===== config.mk =====
export PLATFORM = sky130hd
export DESIGN_NAME = adder_tree_operand_feeder_flat
export DESIGN_NICKNAME = d
export VERILOG_FILES = /design/src/rtl/adder_tree_operand_feeder_if.sv /design/src/rtl/adder_tree_operand_feeder.sv /design/src/flat_wrapper.sv
export SDC_FILE = /design/constraint.sdc
export NUM_CORES = 1
export LEC_CHECK = 0
export BUFFER_PORTS_ARGS = -buffer_cell sky130_fd_sc_hd__buf_2
export CORE_ASPECT_RATIO = 1.1
export CORE_MARGIN = 2
export CORE_UTILIZATION = 40
export DETAILED_ROUTE_END_ITERATION = 10
export HOLD_SLACK_MARGIN = 0.15
export RECOVER_POWER = 50
export SLEW_MARGIN = 20
export SYNTH_ARGS = -nofsm -noshare
export SYNTH_HDL_FRONTEND = slang
export SYNTH_SLANG_ARGS = --single-unit

===== constraint.sdc =====
create_clock -name clk -period 3 [get_ports clk]
set_input_delay 0.3 -clock clk [delete_from_list [all_inputs] [get_ports clk]]
set_output_delay 0.3 -clock clk [all_outputs]
set_load 0.03 [all_outputs]

===== src/rtl/adder_tree_operand_feeder_if.sv =====
// Handshake and operand/result bus between the adder-tree feeder and its environment.
// master: the feeder itself; slave: the byte producer, tree and result consumer side.
interface adder_tree_operand_feeder_if #(
  parameter int DATA_W  = 8,
  parameter int N_LANES = 16,
  parameter int SUM_W   = 16
);
  logic [DATA_W-1:0]         in_data;
  logic                      in_valid;
  logic                      in_ready;
  logic [N_LANES*DATA_W-1:0] opnd_bus;
  logic                      tree_launch;
  logic [SUM_W-1:0]          sum_in;
  logic [SUM_W-1:0]          out_sum;
  logic                      out_valid;
  logic                      out_ready;
  logic                      busy;
  logic [15:0]               result_count;

  modport master (
    input  in_data, in_valid, sum_in, out_ready,
    output in_ready, opnd_bus, tree_launch, out_sum, out_valid, busy, result_count
  );

  modport slave (
    output in_data, in_valid, sum_in, out_ready,
    input  in_ready, opnd_bus, tree_launch, out_sum, out_valid, busy, result_count
  );
endinterface


===== src/rtl/adder_tree_operand_feeder.sv =====
// Packs a byte stream into the operand lanes of a fixed-latency adder tree, waits for the
// tree to drain, captures its sum and offers it on a valid/ready result port.
module adder_tree_operand_feeder #(
  parameter int LATENCY = 4,
  parameter int N_LANES = 16,
  parameter int DATA_W  = 8,
  parameter int SUM_W   = 16
) (
  input logic                          clk,
  input logic                          reset,
  adder_tree_operand_feeder_if.master  bus
);
  localparam int IDX_W = $clog2(N_LANES);
  localparam int CNT_W = $clog2(LATENCY + 2);

  typedef enum logic [1:0] {FILL, WAIT, OUT} state_t;

  state_t                    state;
  logic [IDX_W-1:0]          idx;
  logic [CNT_W-1:0]          wait_cnt;
  logic [N_LANES*DATA_W-1:0] opnd;
  logic [SUM_W-1:0]          sum_p1;
  logic                      vld_p1;
  logic                      tree_launch;
  logic [15:0]               result_count;
  logic                      accept;

  assign bus.in_ready     = (state == FILL) && !reset;
  assign accept           = bus.in_valid && bus.in_ready;
  assign bus.opnd_bus     = opnd;
  assign bus.tree_launch  = tree_launch;
  assign bus.out_sum      = sum_p1;
  assign bus.out_valid    = vld_p1;
  assign bus.busy         = (state != FILL);
  assign bus.result_count = result_count;

  always_ff @(posedge clk) begin
    if (reset) begin
      state        <= FILL;
      idx          <= '0;
      wait_cnt     <= '0;
      opnd         <= '0;
      sum_p1       <= '0;
      vld_p1       <= 1'b0;
      tree_launch  <= 1'b0;
      result_count <= '0;
    end else begin
      tree_launch <= 1'b0;
      case (state)
        FILL: begin
          if (accept) begin
            opnd[idx*DATA_W +: DATA_W] <= bus.in_data;
            idx                        <= idx + 1'b1;
            if (idx == IDX_W'(N_LANES - 1)) begin
              state       <= WAIT;
              wait_cnt    <= '0;
              tree_launch <= 1'b1;
            end
          end
        end
        // Operands stay frozen; sum_in is trusted only after LATENCY+1 stable cycles
        WAIT: begin
          if (wait_cnt == CNT_W'(LATENCY)) begin
            sum_p1 <= bus.sum_in;
            vld_p1 <= 1'b1;
            state  <= OUT;
          end else begin
            wait_cnt <= wait_cnt + 1'b1;
          end
        end
        OUT: begin
          if (vld_p1 && bus.out_ready) begin
            vld_p1       <= 1'b0;
            result_count <= result_count + 16'd1;
            idx          <= '0;
            state        <= FILL;
          end
        end
        default: state <= FILL;
      endcase
    end
  end
endmodule

===== src/flat_wrapper.sv =====
// flat-port wrapper written by rule: the top's interface ports become plain ports
module adder_tree_operand_feeder_flat 
#(
  parameter int LATENCY = 4,
  parameter int N_LANES = 16,
  parameter int DATA_W  = 8,
  parameter int SUM_W   = 16
)
  (clk, reset, bus_in_data, bus_in_valid, bus_sum_in, bus_out_ready, bus_in_ready, bus_opnd_bus, bus_tree_launch, bus_out_sum, bus_out_valid, bus_busy, bus_result_count);
  adder_tree_operand_feeder_if #(.DATA_W(DATA_W), .N_LANES(N_LANES), .SUM_W(SUM_W)) bus_i ();
  input logic clk;
  input logic reset;
  input wire logic [$bits(bus_i.in_data)-1:0] bus_in_data;
  input wire logic [$bits(bus_i.in_valid)-1:0] bus_in_valid;
  input wire logic [$bits(bus_i.sum_in)-1:0] bus_sum_in;
  input wire logic [$bits(bus_i.out_ready)-1:0] bus_out_ready;
  output wire logic [$bits(bus_i.in_ready)-1:0] bus_in_ready;
  output wire logic [$bits(bus_i.opnd_bus)-1:0] bus_opnd_bus;
  output wire logic [$bits(bus_i.tree_launch)-1:0] bus_tree_launch;
  output wire logic [$bits(bus_i.out_sum)-1:0] bus_out_sum;
  output wire logic [$bits(bus_i.out_valid)-1:0] bus_out_valid;
  output wire logic [$bits(bus_i.busy)-1:0] bus_busy;
  output wire logic [$bits(bus_i.result_count)-1:0] bus_result_count;
  assign bus_i.in_data = bus_in_data;
  assign bus_i.in_valid = bus_in_valid;
  assign bus_i.sum_in = bus_sum_in;
  assign bus_i.out_ready = bus_out_ready;
  assign bus_in_ready = bus_i.in_ready;
  assign bus_opnd_bus = bus_i.opnd_bus;
  assign bus_tree_launch = bus_i.tree_launch;
  assign bus_out_sum = bus_i.out_sum;
  assign bus_out_valid = bus_i.out_valid;
  assign bus_busy = bus_i.busy;
  assign bus_result_count = bus_i.result_count;
  adder_tree_operand_feeder #(.LATENCY(LATENCY), .N_LANES(N_LANES), .DATA_W(DATA_W), .SUM_W(SUM_W)) u_core (.clk(clk), .reset(reset), .bus(bus_i));
endmodule

Word-level counts from Yosys, hierarchy flattened
Index checks and enable logic that the tools add are counted.
Storage, ports and cells
  bits of input ports: 28
  output and inout port bits: 164
  register bits: 171
Cells by class
  bitwise gates (word level): 2
  reductions and logical operators: 17
  shift operators: 2
  equality and inequality tests: 9
  add/subtract/negate cells: 4
  mux-type cells: 17
Operators by type and width (number)
  bitwise mux 128 bit: 1
  variable shift 8 x 34 -> 128 bit (first input constant): 1
  indexed part select 8 x 34 -> 128 bit: 1
  negator 7 -> 34 bit: 1
  adder 16 x 1 -> 16 bit (second input constant): 1
  2-to-1 mux 3 bit: 3
  2-to-1 mux 2 bit: 4
  2-to-1 mux 4 bit: 2
  case mux 4 bit (2 select lines): 1
  AND reduction 4 bit: 2
  nonzero test 2 bit: 4
  != test 2 x 1 -> 1 bit (second input constant): 3
  case mux 2 bit (3 select lines): 1
  case mux 3 bit (2 select lines): 1
  AND reduction 2 bit: 3
  AND reduction 3 bit: 2
  adder 4 x 1 -> 4 bit (second input constant): 1
  == test 4 bit (second input constant): 1
  != test 2 bit (second input constant): 2
  adder 3 x 1 -> 3 bit (second input constant): 1
  == test 3 bit (second input constant): 1
  logical AND 1 bit: 3
  2-to-1 mux 1 bit: 3
  OR reduction 3 bit: 1
  6 further kinds: 7

Longest topological paths before layout
Gate-level depths: netlist of the first run.
  depth in word-level cells: 5
  mapped depth: 10

Worst setup path before layout of the first run
OpenSTA, ideal clock, no wires.
  path kind: reg2reg
  start: register u_core.idx[0]
  end: register u_core.opnd[5] (netlist: u_core.bus.opnd_bus[5])
  required time: 2.869 ns
  buffers on the path: 3
  clock period less this slack: 2.297 ns
  arrival time: 2.166 ns
  stages on the path, launching flop included: 9
  setup slack: 0.703 ns
  cells stage by stage: dfxtp_1 > buf_2 > nor3_1 > ha_1 > nor4bb_1 > and3_1 > clkbuf_1 > clkbuf_1 > o21ai_0
On the way
  longest elaborated chain between the ends: 3
  elaborated cells between the ends (all ways): 4
  those cells by class: 1 x add/sub; 2 x shift; 1 x mux
Ends and longest elaborated chain
  start, declared: RTL line adder_tree_operand_feeder.sv:19  | logic [IDX_W-1:0] idx;
  start signal, assigned: RTL line adder_tree_operand_feeder.sv:53  | idx <= idx + 1'b1;
  negator 7 -> 34 bit (*): RTL line adder_tree_operand_feeder.sv:52  | opnd[idx*DATA_W +: DATA_W] <= bus.in_data;
  indexed part select 8 x 34 -> 128 bit / variable shift 8 x 34 -> 128 bit (equally long branches): RTL line adder_tree_operand_feeder.sv:52
  bitwise mux 128 bit (*): RTL line adder_tree_operand_feeder.sv:52
  end signal, assigned by index: RTL line adder_tree_operand_feeder.sv:52
  end, declared: RTL line adder_tree_operand_feeder.sv:21  | logic [N_LANES*DATA_W-1:0] opnd;
Every way passes the cells marked *; elsewhere a longest branch is shown, timed or not.
A chain may end at the register's enable or synchronous reset.

Worst setup path after layout of the first run
  start: register u_core.idx[0]
  end: register u_core.opnd[96] (netlist: u_core.bus.opnd_bus[96])
Same word-level chain as after synthesis.

==> impl_results.md, run 1 <==
* Non-filler cells, final at about 1300
* Via-per-instance ratio at 5.08
* Syn nets at about 860
* Worst VDD drop at 377 µV
* R2R setup slack at just under 0.4 ns
* Crit share post-route at roughly 87%
* Hpwl dp at about 13000 µm
* Wire per inst at 16.2 µm
* TNS Setup at 0 ns
* PnR Total Power at 4.83 mW
* Critical path class: flop to flop
* Final Skew at 0.00902 ns
* Synth cell types at 56
* Hold_buf cts at 16
* Fmax at around 380 MHz
* DRT antenna net count at 0
* Prevailing post-synth register cell: dfxtp_1
* Diode count at 0
* Hold Path End: u_core.bus.opnd_bus[6]$_SDFFE_PP0P_
* Clock root buffer: clkbuf_16
* Critical Path End Type: flop
* HP Start: bus_in_data[6]
* Vias in the first global route at approximately 6000
* Fin. Hold Viols at 0
* RSZ-0062 raised after global routing: false
* Startpoint Class: flop
* Overall Global Routing Usage at 20.9%
* Mapped Cells at just over 800
* Dpl cells at between 1000 and 1500
* Post-Syn Area at ~7200 µm²
* Internal power at 3.71 mW
* Worst Path Arrival at between 2 and 3 ns
* Psw at ~1.1 mW
* Number of flops mapped to enable cells by yosys at 0
* Status: complete, no violations
* First-pass GRT wire length at approximately 32000 µm
* Layout area overhead at 23.6%
* Largest net degree at the start of global routing at 139
* Clock network power share at a little under half
* Pleak at 3.17 nW
* First-pass iteration count of the detailed router at 4
* Area leader, netlist: dfxtp_1
* Worst-path fanout max at 11
* Logic pwr share at 5.7%
* Worst-skew pair later-pin latency at between 0.4 and 0.5 ns
* Placed Area at approximately 8400 µm²
* # Post-CTS Setup Buffers at 0
* Sequential fraction of the synthesis area at 47.3%
* Die W at 132 µm
* Die Span Y at about 150 µm
* Worst Tran Pin Value at 1.00 ns
* Core Box Area at 17700 µm²
* Flop pwr share at 47.3%
* Worst hold path type: primary input to flop
* Total gr overflow at 0
* Required time worst endpoint at 3.34 ns
* DR vias at 6349
* Clock buffer count from CTS at 17
* Initial antenna violation count at 0
* Drt total wl at ~20000 µm
* Port Buffers at 191
* Commonest cells post-synth: 171 x dfxtp_1, 86 x o21ai_0, 80 x a21oi_1
* YS warnings at 0
* Die area at 19200 µm²
* Reg2reg path depth at 7
* Sw Share at between 20 and 25%
* Crit path time final at approximately 2.6 ns
* Pwr per Cell Area at 540 nW/µm²
* Ys async rst share at 0%
* Final WS setup at roughly 0.40 ns
* CTS resizes at 0
* CTS tree: done
* Core Rows at 51
* Sink Count at 171
* DRC at 0
* Nets at around 1000
* Most common cell in the netlist: dfxtp_1
* Share of the synthesized area in the top cell type at approximately 47%
* Clock tree buffer depth at 2
* Register bit total from synthesis at 171
* Synth Area per Inst at between 8 and 9 µm²
* Post-place setup slack at 0.395 ns
* Slew Limit Fails at 0
* Crit. Startpoint: u_core.idx[0]$_SDFFE_PP0P_
* Initial Util at around 41%
* Layout cells sized above 1 at a little under a tenth
* Slew Limit Headroom at between 30% and 40%
* RD Place Congestion at ~0.81
* Final setup viols at 0
* H-tree depth at 4
* Max Cap Violations at 0
* R2r endpoint: u_core.bus.opnd_bus[96]$_SDFFE_PP0P_
* DR iter-0 viols at 383
* Clk pin slew, worst setup/hold paths at ~0.06 ns
* WHS Path Cells at 3
* Synth area leaders: dfxtp_1 47%, mux2i_1 7.6%, o21ai_0 6.0%
* I/O Pins at approximately 190
* Reg-to-reg critical path startpoint: u_core.idx[0]$_SDFFE_PP0P_
* Cell area after layout at between 8000 and 9000 µm²
==> worst max-delay path by stage <==
stage | to | cells after the start
detailed placement | u_core.bus.opnd_bus[96]$_SDFFE_PP0P_ | 7
global route | u_core.bus.opnd_bus[96]$_SDFFE_PP0P_ | 7
CTS | u_core.bus.opnd_bus[96]$_SDFFE_PP0P_ | 7
floorplan | u_core.bus.opnd_bus[5]$_SDFFE_PP0P_ | 8
finish | u_core.bus.opnd_bus[96]$_SDFFE_PP0P_ | 7
global placement | u_core.bus.opnd_bus[55]$_SDFFE_PP0P_ | 7
==> cell families after synthesis <==
family	share of synthesized area, %
adder cells (fa/ha/maj)	1.73
XOR/XNOR	1.83
AO/OA/AOI/OAI	12.9
AND/OR/NAND/NOR	23.6
multiplexers	8.08
buffers and inverters	4.53
flip-flops	47.3
==> worst max-delay path: stages, from the launching register on <==
cell	delay (ns)
dfxtp_1	0.36
nor3_1	0.29
ha_1	0.37
nor4bb_1	0.55
nand4_1	0.15
buf_4	0.21
or3b_2	0.46
a21oi_1	0.13
==> power by group through the flow <==
| stage | clock network [mW] | logic, mW | registers (mW) |
|---|---|---|---|
| final | 2.27 | 0.276 | 2.29 |
| after global routing | 2.43 | 0.300 | 2.29 |
| after CTS | 2.32 | 0.278 | 2.29 |
| after detailed placement | 0 | 0.261 | 2.34 |
| after global placement | 0 | 0.260 | 2.34 |
| after floorplan | 0 | 0.162 | 2.35 |
==> registers in the layout (all words and copies together) (netlist names) <==
| register | flops |
|---|---|
| u_core.bus.opnd_bus | 128 |
| u_core.bus.out_sum | 16 |
| u_core.bus.out_valid | 1 |
| u_core.bus.result_count | 16 |
| u_core.bus.tree_launch | 1 |
| u_core.idx | 4 |
| u_core.state | 2 |
| u_core.wait_cnt | 3 |
==> area by class of cell <==
class / instances / area, µm²
fillers: 1859 / 8800
multi-input cells: 571 / 3490
flip-flops and latches: 171 / 3420
repair buffers: 226 / 1080
clock buffers: 19 / 443
well taps: 238 / 298
clock inverters: 13 / 166
inverters: 12 / 45.0
==> layer usage <==
layer	part of all wire [%]	GRT usage [%]	vias up	routed length, µm
li1	-	-	3182	-
met1	46	27.5	2966	9340
met2	46	34.0	175	9390
met3	5.6	4.75	26	1130
met4	1.8	7.04	0	362
met5	0	0	-	0
==> layout by cell type, fill, tap and decap left out, types with 12 or more instances in the layout <==
cell and instances:
nor2b_1 22, nor2_1 38, nand4_1 14, o21ai_0 86
dfxtp_1 171, clkbuf_16 17, buf_2 28, dlygate4sd3_1 16
a21oi_1 80, nand3_1 45, buf_4 17, nand2b_1 49
mux2i_1 55, clkbuf_1 164, and2_1 12, nand2_1 72
==> stage by stage <==
stage / utilization (%) / hold slack, ns
floorplan: - / 0.436
global placement: 47.2 / 0.439
detailed placement: 47.2 / 0.443
CTS: 51.6 / 0.259
global route: 50.4 / 0.274
finish: 50.4 / 0.279
Power figures use the tool's default switching activity.
==> run 2: changes to the inputs <==
- CTS_BUF_LIST: unset -> sky130_fd_sc_hd__clkbuf_4
- PLACE_DENSITY: unset -> 0.74
- SKIP_CTS_REPAIR_TIMING: unset -> 1
==> run 2 against run 1 <==
Against the previous run:
- wire length is 1.1% higher
- largest cell class unchanged
- first-iteration DRC count down 6.0%
- non-clock buffer count grew 21
- critical path depth decreased by 1
- combinational power grew 2%
- register-to-register slack worse by 0.12 ns
- setup slack worse by 0.12 ns
- clock power is 36% lower
- sequential share of layout area increased by 0.46 points
- clock skew up 0.013 ns
- via count rose by 4.1%
- clock-buffer cell count decreased by 1
==> impl_results.md, run 2 (same netlist as run 1, synthesis figures left out) <==
* Crit path max-delay cell type: nor4bb_1
* Startpoint Class: flop
* Critical Path, Cell by Cell: nor3_1, ha_1, nor4bb_1, nand4_1, mux2i_1, nor2_1
* Initial antenna violation count at 1 (+1)
* Fillers at 1816 (-2.3%)
* Post-layout util at 49.8% (-0.59 points)
* Worst VDD drop at 231 µV (-39%)
* H-tree depth at 4 (unchanged)
* Multi-input gate area at 3490 µm² (unchanged)
* Via-per-instance ratio at 5.20 (+2.3%)
* Max reg flops at 128 (unchanged)
* Hpwl dp at 13500 µm (+1.8%)
* Status: complete, no violations
* Crit path time final at 2.72 ns (+0.116 ns)
* Die W at 132 µm (unchanged)
* Critical Path End Type: flop
* Core Rows at 51 (unchanged)
* Layout cells sized above 1 at 8.62% (-0.66 points)
* HP Start: bus_in_valid
* Non-filler cells, final at 1271 (+1.7%)
* Max Cap Violations at 0 (unchanged)
* Initial Util at 40.8% (unchanged)
* Slew Limit Fails at 0 (unchanged)
* Worst Path Buf+Inv at 0 (-1)
* First-pass GRT wire length at 31600 µm (-2.2%)
* Worst-path fanout max at 8 (-3)
* DRT antenna net count at 0 (unchanged)
* Worst-skew pair later-pin latency at 0.57 ns (+0.15 ns)
* Register area at 3420 µm² (unchanged)
* Pleak at 3.17 nW (+0.22%)
* Final Skew at 0.0220 ns (+0.0130 ns)
* Critical path class: flop to flop
* Wire per inst at 16.1 µm (-0.61%)
* Family with the most delay on the worst path: simple AND/OR/NAND/NOR gates
* Slew Limit Headroom at 21.4% (-11 points)
* Dpl cells at 1199 (-0.25%)
* Sink Count at 171 (unchanged)
* Clock buffer count from CTS at 17 (unchanged)
* Fin. Hold Viols at 0 (unchanged)
* Overall Global Routing Usage at 20.5% (-0.43 points)
* Core Box Area at 17700 µm² (unchanged)
* Post-place setup slack at 0.323 ns (-0.0729 ns)
* Reg-to-reg critical path startpoint: u_core.idx[1]$_SDFFE_PP0P_
* Die Span Y at 145 µm (unchanged)
* Required time worst endpoint at 3.43 ns (+0.09 ns)
* Final setup viols at 0 (unchanged)
* DR iter-0 viols at 360 (-6.0%)
* Final hold slack at 0.248 ns (-0.0305 ns)
* DR vias at 6607 (+4.1%)
* Crit. Startpoint: u_core.idx[1]$_SDFFE_PP0P_
* Drt total wl at 20400 µm (+1.1%)
* Crit-path max cell delay at 0.61 ns (+0.06 ns)
* Crit share post-route at 90.6% (+3.9 points)
* I/O Pins at 192 (unchanged)
* Clk pin slew, worst setup/hold paths at 0.13 ns (+0.07 ns)
* Pwr per Cell Area at 455 nW/µm² (-16%)
* Most common cell after layout, fill and taps aside: dfxtp_1
* Largest net degree at the start of global routing at 84 (-40%)
* Clock root buffer: clkbuf_4
* Clock tree buffer depth at 2 (unchanged)
* Worst hold path type: primary input to flop
* Vias in the first global route at 5980 (-2.0%)
* Layout area overhead at 22.2%
* Total gr overflow at 0 (unchanged)
* DRC at 0 (unchanged)
* CTS tree: done
* Port Buffers at 191 (unchanged)
* TNS Setup at 0 ns (unchanged)
* Nets at 1058 (+2.0%)
* RD Place Congestion at 0.840 (+3.3%)
* Final WS setup at 0.282 ns (-0.116 ns)
* RSZ-0062 raised after global routing: false
* First-pass iteration count of the detailed router at 5 (+1)
* Worst Path Arrival at 3.15 ns (+0.20 ns)
* Commonest cells after routing, fill and taps aside: 171 x dfxtp_1, 163 x clkbuf_1, 86 x o21ai_0
* Worst Tran Pin Value at 1.17 ns (+0.166 ns)
* Fmax at 368 MHz (-4.3%)
* Die area at 19200 µm² (unchanged)
==> run 2: changes by cell type in the layout (fill, tap and decap cells not counted) <==
cell / before / now
buf_12: 2 / 0
buf_4: 17 / 16
bufinv_16: 3 / 4
clkbuf_1: 164 / 163
clkbuf_16: 17 / 0
clkbuf_4: 0 / 18
clkbuf_8: 1 / 0
clkinv_1: 0 / 2
clkinv_2: 2 / 4
clkinv_4: 3 / 2
clkinvlp_4: 3 / 0
diode_2: 0 / 1
dlygate4sd3_1: 16 / 40
inv_6: 2 / 1
==> run 2: metrics by stage <==
step	power (mW)	instance area, µm²
global placement	2.59	8330
floorplan	2.52	7230
global route	4.18	8840
detailed placement	2.59	8330
CTS	4.05	8640
finish	4.03	8840
==> run 2: routing by layer <==
| metal | global-route usage, % | part of all wire (%) |
|---|---|---|
| met3 | 5.45 | 7.0 |
| met2 | 33.5 | 48 |
| met4 | 7.74 | 2.7 |
| met1 | 25.9 | 43 |
| met5 | 0 | 0 |
==> run 2: final cells by class <==
| class | instances | area share (%) |
|---|---|---|
| tap | 238 | 3.37 |
| timing repair buffer | 247 | 14.4 |
| inverter | 12 | 0.510 |
| sequential | 171 | 38.7 |
| multi-input combinational | 571 | 39.5 |
| antenna | 1 | 0.0283 |
| clock inverter | 13 | 1.97 |
| clock buffer | 18 | 1.53 |
==> run 2: worst register-to-register path: stages, from the launching register on <==
cell and delay, ns:
dfxtp_1 0.38, nor3_1 0.25, ha_1 0.35, nor4bb_1 0.61
nand4_1 0.60, mux2i_1 0.33, nor2_1 0.06
==> run 2: final timing paths <==
kind	endpoint	slack, ns	depth (start not counted)
hold / removal	u_core.idx[2]$_SDFFE_PP0P_	0.25	4
hold reg to reg	u_core.bus.opnd_bus[96]$_SDFFE_PP0P_	0.47	2
setup reg to reg	u_core.bus.opnd_bus[82]$_SDFFE_PP0P_	0.28	6
setup / recovery	u_core.bus.opnd_bus[82]$_SDFFE_PP0P_	0.28	6
==> run 2: report_power, final <==
group | switching, mW | internal, mW
sequential | 0.00701 | 2.28
clock | 0.795 | 0.660
combinational | 0.182 | 0.100
